===== src/rtl/scr1_sleep_ctrl_pkg.sv =====
// ---------------------------------------------------------------------------
// scr1_sleep_ctrl_pkg
// Shared types and default sizing for the pipeline WFI sleep controller.
//   type_scr1_sleep_fsm_e : sleep sequencer state encoding (exported on state_o)
//   SCR1_SLEEP_*_DFLT     : default parameter values for scr1_pipe_sleep_ctrl
// ---------------------------------------------------------------------------
package scr1_sleep_ctrl_pkg;

  localparam int unsigned SCR1_SLEEP_DRAIN_W_DFLT     = 8;
  localparam int unsigned SCR1_SLEEP_WAKE_SETTLE_DFLT = 2;
  localparam int unsigned SCR1_SLEEP_SCNT_W_DFLT      = 16;

  typedef enum logic [2:0] {
    RUN       = 3'd0,
    DRAIN     = 3'd1,
    SLEEP_REQ = 3'd2,
    SLEEP     = 3'd3,
    WAKE      = 3'd4
  } type_scr1_sleep_fsm_e;

endpackage : scr1_sleep_ctrl_pkg


===== src/rtl/scr1_pipe_sleep_ctrl.sv =====
// ---------------------------------------------------------------------------
// scr1_pipe_sleep_ctrl
// Sequences WFI entry into and exit from pipeline clock-gated sleep. Lives on
// the always-on clock between the EXU/CSR WFI logic and clock control.
//
// Ports
//   clk               always-on clock
//   ctrl_rst_n        asynchronous active-low reset
//   wfi_start_i       single-cycle WFI request from the pipe
//   pipe_idle_i       pipe has no outstanding fetch/LSU transactions
//   irq_pending_i     enabled interrupt pending (wake source)
//   dbg_halt_req_i    debug halt request (wake source)
//   clk_en_i          gated-clock enabled flag from clock control
//   cfg_drain_limit_i drain timeout in cycles, 0 disables the timeout
//   sleep_req_o       clock disable request (high while in SLEEP_REQ)
//   wake_req_o        clock enable request (high while in WAKE)
//   wfi_done_o        one-cycle pulse: WFI finished, pipe resumes
//   drain_abort_o     one-cycle pulse: drain timed out, sleep abandoned
//   state_o           current sequencer state
//   sleep_cnt_o       cycles spent in SLEEP during the last/current sleep
// ---------------------------------------------------------------------------
module scr1_pipe_sleep_ctrl
  import scr1_sleep_ctrl_pkg::*;
#(
  parameter int unsigned DRAIN_W     = SCR1_SLEEP_DRAIN_W_DFLT,
  parameter int unsigned WAKE_SETTLE = SCR1_SLEEP_WAKE_SETTLE_DFLT,
  parameter int unsigned SCNT_W      = SCR1_SLEEP_SCNT_W_DFLT
) (
  input  logic                clk,
  input  logic                ctrl_rst_n,
  input  logic                wfi_start_i,
  input  logic                pipe_idle_i,
  input  logic                irq_pending_i,
  input  logic                dbg_halt_req_i,
  input  logic                clk_en_i,
  input  logic [DRAIN_W-1:0]  cfg_drain_limit_i,
  output logic                sleep_req_o,
  output logic                wake_req_o,
  output logic                wfi_done_o,
  output logic                drain_abort_o,
  output logic [2:0]          state_o,
  output logic [SCNT_W-1:0]   sleep_cnt_o
);

  // Settle counter only has to reach WAKE_SETTLE-1; the final clk_en_i cycle
  // is recognised combinationally so RUN is reached after WAKE_SETTLE high
  // cycles inside WAKE.
  localparam int unsigned SETTLE_W = (WAKE_SETTLE < 2) ? 1 : $clog2(WAKE_SETTLE + 1);

  localparam logic [SETTLE_W-1:0] SETTLE_ZERO = {SETTLE_W{1'b0}};
  localparam logic [SETTLE_W-1:0] SETTLE_ONE  = {{(SETTLE_W-1){1'b0}}, 1'b1};
  localparam logic [SETTLE_W-1:0] SETTLE_LAST = SETTLE_W'(WAKE_SETTLE - 1);
  localparam logic [DRAIN_W-1:0]  DRAIN_ZERO  = {DRAIN_W{1'b0}};
  localparam logic [DRAIN_W-1:0]  DRAIN_ONE   = {{(DRAIN_W-1){1'b0}}, 1'b1};
  localparam logic [SCNT_W-1:0]   SCNT_ZERO   = {SCNT_W{1'b0}};
  localparam logic [SCNT_W-1:0]   SCNT_ONE    = {{(SCNT_W-1){1'b0}}, 1'b1};
  localparam logic [SCNT_W-1:0]   SCNT_MAX    = {SCNT_W{1'b1}};

  type_scr1_sleep_fsm_e state_r;
  type_scr1_sleep_fsm_e state_next_s;

  logic [DRAIN_W-1:0]  drain_cnt_r;
  logic [DRAIN_W-1:0]  drain_cnt_next_s;
  logic [SETTLE_W-1:0] settle_cnt_r;
  logic [SETTLE_W-1:0] settle_cnt_next_s;
  logic [SCNT_W-1:0]   sleep_cnt_r;
  logic [SCNT_W-1:0]   sleep_cnt_next_s;

  logic wfi_done_next_s;
  logic drain_abort_next_s;
  logic sleep_req_r;
  logic wake_req_r;
  logic wfi_done_r;
  logic drain_abort_r;

  logic wake_ev_s;
  logic limit_zero_s;

  assign wake_ev_s    = irq_pending_i | dbg_halt_req_i;
  assign limit_zero_s = (cfg_drain_limit_i == DRAIN_ZERO);

  // Next-state, counter and pulse decode for the sleep sequencer.
  always_comb begin
    state_next_s       = state_r;
    drain_cnt_next_s   = drain_cnt_r;
    settle_cnt_next_s  = SETTLE_ZERO;
    sleep_cnt_next_s   = sleep_cnt_r;
    wfi_done_next_s    = 1'b0;
    drain_abort_next_s = 1'b0;

    case (state_r)
      RUN: begin
        if (wfi_start_i) begin
          if (wake_ev_s) begin
            // Wake already pending: WFI completes without leaving RUN.
            wfi_done_next_s = 1'b1;
          end else begin
            state_next_s     = DRAIN;
            drain_cnt_next_s = cfg_drain_limit_i;
          end
        end else begin
          state_next_s = RUN;
        end
      end

      DRAIN: begin
        if (wake_ev_s) begin
          state_next_s    = RUN;
          wfi_done_next_s = 1'b1;
        end else if (pipe_idle_i) begin
          state_next_s = SLEEP_REQ;
        end else if (!limit_zero_s && (drain_cnt_r == DRAIN_ONE)) begin
          state_next_s       = RUN;
          drain_abort_next_s = 1'b1;
        end else if (!limit_zero_s && (drain_cnt_r != DRAIN_ZERO)) begin
          drain_cnt_next_s = drain_cnt_r - DRAIN_ONE;
        end else begin
          drain_cnt_next_s = drain_cnt_r;
        end
      end

      SLEEP_REQ: begin
        // A wake racing the clk_en_i drop wins; wake_req_o re-enables the
        // clock if clock control has already gated it.
        if (wake_ev_s) begin
          state_next_s = WAKE;
        end else if (!clk_en_i) begin
          state_next_s     = SLEEP;
          sleep_cnt_next_s = SCNT_ZERO;
        end else begin
          state_next_s = SLEEP_REQ;
        end
      end

      SLEEP: begin
        if (sleep_cnt_r == SCNT_MAX) begin
          sleep_cnt_next_s = SCNT_MAX;
        end else begin
          sleep_cnt_next_s = sleep_cnt_r + SCNT_ONE;
        end
        if (wake_ev_s) begin
          state_next_s = WAKE;
        end else begin
          state_next_s = SLEEP;
        end
      end

      WAKE: begin
        // Wake is committed on entry; only clk_en_i stability matters here.
        if (clk_en_i && (settle_cnt_r == SETTLE_LAST)) begin
          state_next_s    = RUN;
          wfi_done_next_s = 1'b1;
        end else if (clk_en_i) begin
          settle_cnt_next_s = settle_cnt_r + SETTLE_ONE;
        end else begin
          settle_cnt_next_s = SETTLE_ZERO;
        end
      end

      default: begin
        state_next_s = RUN;
      end
    endcase
  end

  // State, counters and registered outputs.
  always_ff @(posedge clk or negedge ctrl_rst_n) begin
    if (!ctrl_rst_n) begin
      state_r       <= RUN;
      drain_cnt_r   <= DRAIN_ZERO;
      settle_cnt_r  <= SETTLE_ZERO;
      sleep_cnt_r   <= SCNT_ZERO;
      sleep_req_r   <= 1'b0;
      wake_req_r    <= 1'b0;
      wfi_done_r    <= 1'b0;
      drain_abort_r <= 1'b0;
    end else begin
      state_r       <= state_next_s;
      drain_cnt_r   <= drain_cnt_next_s;
      settle_cnt_r  <= settle_cnt_next_s;
      sleep_cnt_r   <= sleep_cnt_next_s;
      sleep_req_r   <= (state_next_s == SLEEP_REQ);
      wake_req_r    <= (state_next_s == WAKE);
      wfi_done_r    <= wfi_done_next_s;
      drain_abort_r <= drain_abort_next_s;
    end
  end

  assign sleep_req_o   = sleep_req_r;
  assign wake_req_o    = wake_req_r;
  assign wfi_done_o    = wfi_done_r;
  assign drain_abort_o = drain_abort_r;
  assign state_o       = state_r;
  assign sleep_cnt_o   = sleep_cnt_r;

endmodule : scr1_pipe_sleep_ctrl


===== config.mk =====
export PLATFORM = sky130hd
export DESIGN_NAME = scr1_pipe_sleep_ctrl
export DESIGN_NICKNAME = d
export VERILOG_FILES = /design/src/rtl/scr1_sleep_ctrl_pkg.sv /design/src/rtl/scr1_pipe_sleep_ctrl.sv
export SDC_FILE = /design/constraint.sdc
export NUM_CORES = 1
export LEC_CHECK = 0
export CORE_MARGIN = 2
export CORE_UTILIZATION = 56
export DETAILED_ROUTE_END_ITERATION = 7
export MAX_ROUTING_LAYER = met4
export PLACE_DENSITY = 0.89
export SYNTH_ARGS = -nofsm -noshare
export SYNTH_HDL_FRONTEND = slang
export SYNTH_SLANG_ARGS = --single-unit

===== constraint.sdc =====
create_clock -name clk -period 3.56 [get_ports clk]
set_input_delay 0.356 -clock clk [delete_from_list [all_inputs] [get_ports clk]]
set_output_delay 0.356 -clock clk [all_outputs]
set_load 0.1 [all_outputs]

==> metrics.md, run 1 <==
| Metric | Value |
|---|---|
| Post-synth top cells | `dfrtp_1, nand2_1, nor2_1` |
| Slew HR | `0.347` |
| Initial Util | `0.596` |
| Sw power | `just over 0.0005 W` |
| CTS resizes | `0` |
| Worst skew pair latency | `approximately 0.32 ns` |
| H-tree levels | `2` |
| Die Span X | `64.1 microns` |
| Crit share post-route | `0.697` |
| R2R Setup Slk | `around 1.3 ns` |
| Slew at the pin closest to its max-slew limit | `0.976 ns` |
| Peak VDD IR | `about 0.34 mV` |
| Sw frac | `0.446` |
| Total gr overflow | `0` |
| Setup violators final | `0` |
| R2R cell count | `5` |
| Most numerous cell in the Yosys netlist | `dfrtp_1` |
| Area of the core | `roughly 3400 sq um` |
| Ant. Diodes | `0` |
| Slowest cell on crit path | `clkdlybuf4s50_1` |
| Ys async rst share | `1.00` |
| Worst Setup SP | `state_o[2]$_DFF_PN0_` |
| Total CTS buffers | `5` |
| Crit-path cells | `clkdlybuf4s50_1` |
| Top-area cell type share of the netlist area | `0.409` |
| Setup crit end | `state_o[2]` |
| # Post-CTS Setup Buffers | `0` |
| Cell variety after synth | `53` |
| Mapped cell area | `a little over 2000 sq um` |
| CP startpoint kind | `flip-flop` |
| Power Density | `468 nW/um^2` |
| Setup tns final | `0 ns` |
| Synth-to-layout area growth | `21.6%` |
| Worst Clk Skew | `roughly 0.0065 ns` |
| Max Freq | `~400 MHz` |
| Root Buffer | `clkbuf_4` |
| Flop pwr share | `0.440` |
| Layout Nets | `269` |
| Synthesized flop and latch total | `33` |
| Final wirelength | `between 4000 and 5000 microns` |
| Maxcap violations | `0` |
| Synth Net Count | `about 230` |
| First-pass GRT wire length | `slightly below 8000 microns` |
| CTS max path bufs | `2` |
| Die ar. | `slightly above 4000 sq um` |
| Fin. max-slew vios | `0` |
| TritonCTS sink count | `33` |
| Die Y | `between 60 and 70 microns` |
| Reg clk slew, reported paths | `0.10 ns` |
| Max incr delay on CP | `1.21 ns` |
| Critical path type | `flip-flop to primary output` |
| Final ANT Viol Nets | `0` |
| Antenna violations before repair | `0` |
| Syn. warnings | `0` |
| I/O Buffers | `37` |
| CP Depth | `1` |
| Cell Rows | `21` |
| Post-synth top flop | `dfrtp_1` |
| Worst EP required | `approximately 3.2 ns` |
| TritonCTS clock tree | `yes` |
| Synth area leader | `dfrtp_1` |
| Post-synthesis instance total | `213` |
| Hold Buf Count CTS | `0` |
| Crit path max fanout | `13` |
| GPL Wtd Cong | `around 0.87` |
| Vias in the first global route | `between 1,500 and 2,000` |
| Worst Hold Class | `input port to async pin` |
| 1st-pass router iterations | `5` |
| Syn Area/Cell | `~9.5 sq um` |
| Reg-to-Reg Start | `drain_cnt_r[2]$_DFFE_PN0P_` |
| P_int | `approximately 0.00064 W` |
| CP arrival | `2.13 ns` |
| Status | `finished clean` |
| Buf/Inv on CP | `1` |
| Vias per cell | `approximately 6.3` |
| Clock share of power | `0.171` |
| Routed wire length per instance | `15.5 microns` |
| Largest net degree at the start of global routing | `34` |
| RSZ-0062 raised after global routing | `false` |
| Dpl hpwl | `between 3000 and 4000 microns` |
| Top Family by Delay on Critical Path | `buffers and inverters` |
| R2r endpoint | `drain_cnt_r[4]$_DFFE_PN0P_` |
| Initial drt markers | `194` |
| Final Hold Viols | `0` |
| Via count | `approximately 1,900` |
| Share of post-route cells with drive strength above 1 | `0.100` |
| Fillers | `~250` |
| Post-synth EDFFs | `0` |
| Residual DRC count | `0` |
| Logic gate share of total power | `0.389` |
| IO Pins | `38` |
| Gr usage total | `0.245` |
| Final Critical Period | `roughly 2.5 ns` |
| Synth area leaders | `dfrtp_1, nand2_1, o21ai_0` |
| Post-synthesis sequential area ratio | `0.409` |
| Static Leak | `approximately 1 nW` |
| Hold_ws | `roughly 0.42 ns` |
| Setup crit end kind | `primary output` |
## how the worst min path moves through the flow
stage                                      end  cells after the start  slack, ns                      start
global route        sleep_cnt_o[2]$_DFFE_PN0P_                      2       0.44                 ctrl_rst_n
global placement     settle_cnt_r[0]$_DFF_PN0_                      1       0.42  settle_cnt_r[0]$_DFF_PN0_
floorplan              drain_abort_o$_DFF_PN0_                      0       0.06                 ctrl_rst_n
finish                    wake_req_o$_DFF_PN0_                      2       0.42                 ctrl_rst_n
CTS                 sleep_cnt_o[2]$_DFFE_PN0P_                      2       0.42                 ctrl_rst_n
detailed placement   settle_cnt_r[0]$_DFF_PN0_                      1       0.43  settle_cnt_r[0]$_DFF_PN0_
## placed cells by master, fill, tap and decap left out, types with 2 or more instances in the layout
| cell type | Yosys | final |
|---|---|---|
| a21o_1 | 4 | 4 |
| a21oi_1 | 10 | 10 |
| a221oi_1 | 2 | 2 |
| a22o_1 | 5 | 5 |
| a311oi_1 | 3 | 3 |
| a32o_1 | 2 | 2 |
| a32oi_1 | 4 | 4 |
| a41o_1 | 2 | 2 |
| a41oi_1 | 3 | 3 |
| and2_1 | 3 | 3 |
| and3_1 | 3 | 3 |
| and4_1 | 2 | 2 |
| clkbuf_4 | 0 | 5 |
| clkdlybuf4s50_1 | 0 | 37 |
| clkinv_2 | 0 | 2 |
| dfrtp_1 | 33 | 33 |
| ha_1 | 5 | 5 |
| inv_1 | 10 | 10 |
| nand2_1 | 19 | 19 |
| nand3_1 | 6 | 6 |
| nand4_1 | 5 | 5 |
| nor2_1 | 15 | 15 |
| nor2b_1 | 2 | 2 |
| nor4_1 | 2 | 2 |
| nor4_2 | 3 | 3 |
| o211ai_2 | 4 | 4 |
| o21a_1 | 6 | 6 |
| o21ai_0 | 14 | 14 |
| o21ai_1 | 10 | 10 |
| o22a_1 | 2 | 2 |
| o31ai_1 | 4 | 4 |
## power groups by stage
stage | logic (W) | registers, W | clock network (W)
after floorplan | 0.000151 | 0.000681 | 0
after global placement | 0.000437 | 0.000511 | 0
after detailed placement | 0.000443 | 0.000512 | 0
after CTS | 0.000445 | 0.000505 | 0.000202
after global routing | 0.000475 | 0.000516 | 0.000221
final | 0.000447 | 0.000506 | 0.000197
## state kept, by name, summed over array words and instances (netlist names)
name / count
wfi_done_o: 1
settle_cnt_r: 2
wake_req_o: 1
drain_cnt_r: 8
sleep_req_o: 1
state_o: 3
sleep_cnt_o: 16
drain_abort_o: 1
## final cells by class
cell class	instances	area (sq um)	area share
well taps	46	57.6	0.0234
multi-input cells	161	1110	0.451
clock buffers	6	41.3	0.0168
inverters	10	37.5	0.0153
repair buffers	38	378	0.154
clock inverters	2	10.0	0.00407
flip-flops and latches	33	826	0.336
## logic make-up after synthesis
kind of cell	after synthesis	share of synthesized area
buf+inv	19	0.0433
fa+ha+maj	5	0.0310
compound gates	86	0.318
simple gates	70	0.199
flops	33	0.409
## metrics by stage
stage | std cells | worst slack (ns) | instance area [sq um] | total power, W | util
detailed placement | 288 | 1.28 | 2410 | 0.000955 | 0.710
global route | 296 | 0.999 | 2460 | 0.00121 | 0.725
floorplan | 213 | 1.20 | 2020 | 0.000832 | -
global placement | 288 | 1.28 | 2410 | 0.000948 | 0.710
CTS | 296 | 1.07 | 2460 | 0.00115 | 0.725
finish | 296 | 1.08 | 2460 | 0.00115 | 0.725
## routing by layer
layer  wire length, microns  vias up  global-route usage
li1                       -      880                   -
met1                   2010      883               0.350
met2                   2170       92               0.361
met3                    369        4              0.0458
met4                     31        0              0.0652
met5                      0        -                   -
Power figures use the tool's default switching activity.
==> run 2: changes to the inputs <==
Settings changed: CORE_UTILIZATION 56 to 52, PLACE_DENSITY 0.89 to 0.84.
Clock period 3.56 ns to 2.5 ns, I/O delays scaled along.
==> metrics.md, run 2 (synthesis results as in run 1) <==
| Metric | Value |
|---|---|
| Status | `finished clean (unchanged)` |
| First-pass GRT wire length | `8200 microns (was 7700 microns)` |
| Via count | `1,879 (was 1,859)` |
| Residual DRC count | `0 (unchanged)` |
| Largest net degree at the start of global routing | `34 (unchanged)` |
| CTS max path bufs | `2 (unchanged)` |
| Root Buffer | `clkbuf_8 (was clkbuf_4)` |
| Final ANT Viol Nets | `0 (unchanged)` |
| R2r endpoint | `drain_cnt_r[4]$_DFFE_PN0P_ (unchanged)` |
| Initial Util | `0.548 (was 0.596)` |
| Worst Clk Skew | `0.00968 ns (was 0.00650 ns)` |
| Worst Hold Class | `input port to async pin (unchanged)` |
| TritonCTS clock tree | `yes (unchanged)` |
| Die Span X | `66.3 microns (was 64.1 microns)` |
| Setup tns final | `0 ns (unchanged)` |
| Number of flip-flops under the largest register name | `16 (unchanged)` |
| Layout Nets | `269 (unchanged)` |
| Antenna violations before repair | `0 (unchanged)` |
| I/O Buffers | `37 (unchanged)` |
| Worst skew pair latency | `0.28 ns (was 0.32 ns)` |
| Vias in the first global route | `1,732 (was 1,582)` |
| Share of post-route cells with drive strength above 1 | `0.196 (was 0.100)` |
| Die ar. | `4400 sq um (was 4100 sq um)` |
| Die Y | `66.3 microns (was 64.1 microns)` |
| Worst EP required | `2.67 ns (was 3.20 ns)` |
| Max Freq | `about 450 MHz` |
| Hold Buf Count CTS | `0 (unchanged)` |
| H-tree levels | `2 (unchanged)` |
| Fin. max-slew vios | `0 (unchanged)` |
| Maxcap violations | `0 (unchanged)` |
| GPL Wtd Cong | `0.907 (was 0.872)` |
| Gr usage total | `0.251 (was 0.245)` |
| Slew HR | `0.528 (was 0.347)` |
| RSZ-0062 raised after global routing | `false (unchanged)` |
| Total gr overflow | `0 (unchanged)` |
| Power Density | `729 nW/um^2 (was 468 nW/um^2)` |
| Peak VDD IR | `0.496 mV (was 0.336 mV)` |
| Initial drt markers | `210 (was 194)` |
| Critical path type | `flip-flop to flip-flop (was flip-flop to primary output)` |
| Crit share post-route | `0.887` |
| Cell Rows | `22 (was 21)` |
| CTS resizes | `0 (unchanged)` |
| Fillers | `325 (was 248)` |
| CP arrival | `2.39 ns (was 2.13 ns)` |
| IO Pins | `38 (unchanged)` |
| Final Hold Viols | `0 (unchanged)` |
| # Post-CTS Setup Buffers | `0 (unchanged)` |
| Final Critical Period | `2.22 ns` |
| Final wirelength | `4750 microns (was 4580 microns)` |
| Setup violators final | `0 (unchanged)` |
| Placed cell area | `2350 sq um (was 2410 sq um)` |
| Synth-to-layout area growth | `21.4% (was 21.6%)` |
| TritonCTS sink count | `33 (unchanged)` |
| Setup crit end kind | `flip-flop (was primary output)` |
| Post-route cell area | `2450 sq um (was 2460 sq um)` |
| R2R Setup Slk | `0.28 ns (was 1.33 ns)` |
| Reg-to-Reg Start | `drain_cnt_r[2]$_DFFE_PN0P_ (unchanged)` |
| 1st-pass router iterations | `4 (was 5)` |
| Total CTS buffers | `5 (unchanged)` |
| CP startpoint kind | `flip-flop (unchanged)` |
| Static Leak | `1.02 nW (was 0.972 nW)` |
| Slew at the pin closest to its max-slew limit | `0.703 ns (was 0.976 ns)` |
| Commonest non-fill, non-tap cell in the layout | `dfrtp_1 (was clkdlybuf4s50_1)` |
| Commonest non-fill, non-tap cells in the layout | `dfrtp_1, buf_4, nand2_1, nor2_1 (was clkdlybuf4s50_1, dfrtp_1, nand2_1, nor2_1, o21ai_0)` |
| Reg clk slew, reported paths | `0.07 ns (was 0.10 ns)` |
| Dpl hpwl | `3380 microns (was 3320 microns)` |
| Area of the core | `3690 sq um (was 3390 sq um)` |
| Vias per cell | `6.31 (was 6.28)` |
| Routed wire length per instance | `15.9 microns (was 15.5 microns)` |
| Ant. Diodes | `0 (unchanged)` |
| R2R cell count | `5 (unchanged)` |
| Crit path max fanout | `13 (unchanged)` |
[run 2: worst max-delay path by stage]
| stage | from | cells after the start | endpoint |
|---|---|---|---|
| floorplan | sleep_cnt_o[0]$_DFFE_PN0P_ | 7 | sleep_cnt_o[10]$_DFFE_PN0P_ |
| global placement | dbg_halt_req_i | 6 | drain_cnt_r[4]$_DFFE_PN0P_ |
| detailed placement | dbg_halt_req_i | 6 | drain_cnt_r[4]$_DFFE_PN0P_ |
| CTS | drain_cnt_r[2]$_DFFE_PN0P_ | 5 | drain_cnt_r[4]$_DFFE_PN0P_ |
| global route | drain_cnt_r[2]$_DFFE_PN0P_ | 5 | drain_cnt_r[4]$_DFFE_PN0P_ |
| finish | drain_cnt_r[2]$_DFFE_PN0P_ | 5 | drain_cnt_r[4]$_DFFE_PN0P_ |
[run 2: cell type report]
type | count | area, sq um | area share
clock buffer | 7 | 96.3 | 0.0393
tap | 48 | 60.1 | 0.0245
inverter | 10 | 37.5 | 0.0153
sequential | 33 | 826 | 0.337
clock inverter | 1 | 5.00 | 0.00204
multi-input combinational | 161 | 1110 | 0.452
timing repair buffer | 38 | 320 | 0.131
[run 2: where the power goes]
part | switching, W | internal, W
registers | 0.000112 | 0.000613
clock network | 0.000190 | 0.000249
logic | 0.000448 | 0.000176
total | 0.000750 | 0.00104
[run 2: stage by stage]
step                      setup slack [ns]  cells  utilization  power [W]  hold slack, ns
after floorplan                      0.140    213            -    0.00118         -0.0456
after global placement               0.309    290        0.637    0.00134           0.426
after detailed placement             0.252    290        0.637    0.00135           0.426
after CTS                            0.321    298        0.665    0.00179           0.376
after global routing                 0.123    298        0.665    0.00187           0.396
final                                0.281    298        0.665    0.00179           0.364
[run 2: metal layers]
metal	track usage	vias to the layer above	wire length (microns)	share of wire
met3	0.0562	10	300	0.063
met1	0.349	913	2130	0.45
met4	0.0714	0	77	0.016
met5	-	-	0	0
li1	-	886	-	-
met2	0.368	70	2240	0.47
[run 2: critical path, stage by stage, from the launching register on]
cell and delay, ns:
dfrtp_1 0.44, nor4_4 0.43, nand2_1 0.16, o211ai_2 0.57
o21ba_4 0.25, a221oi_1 0.25
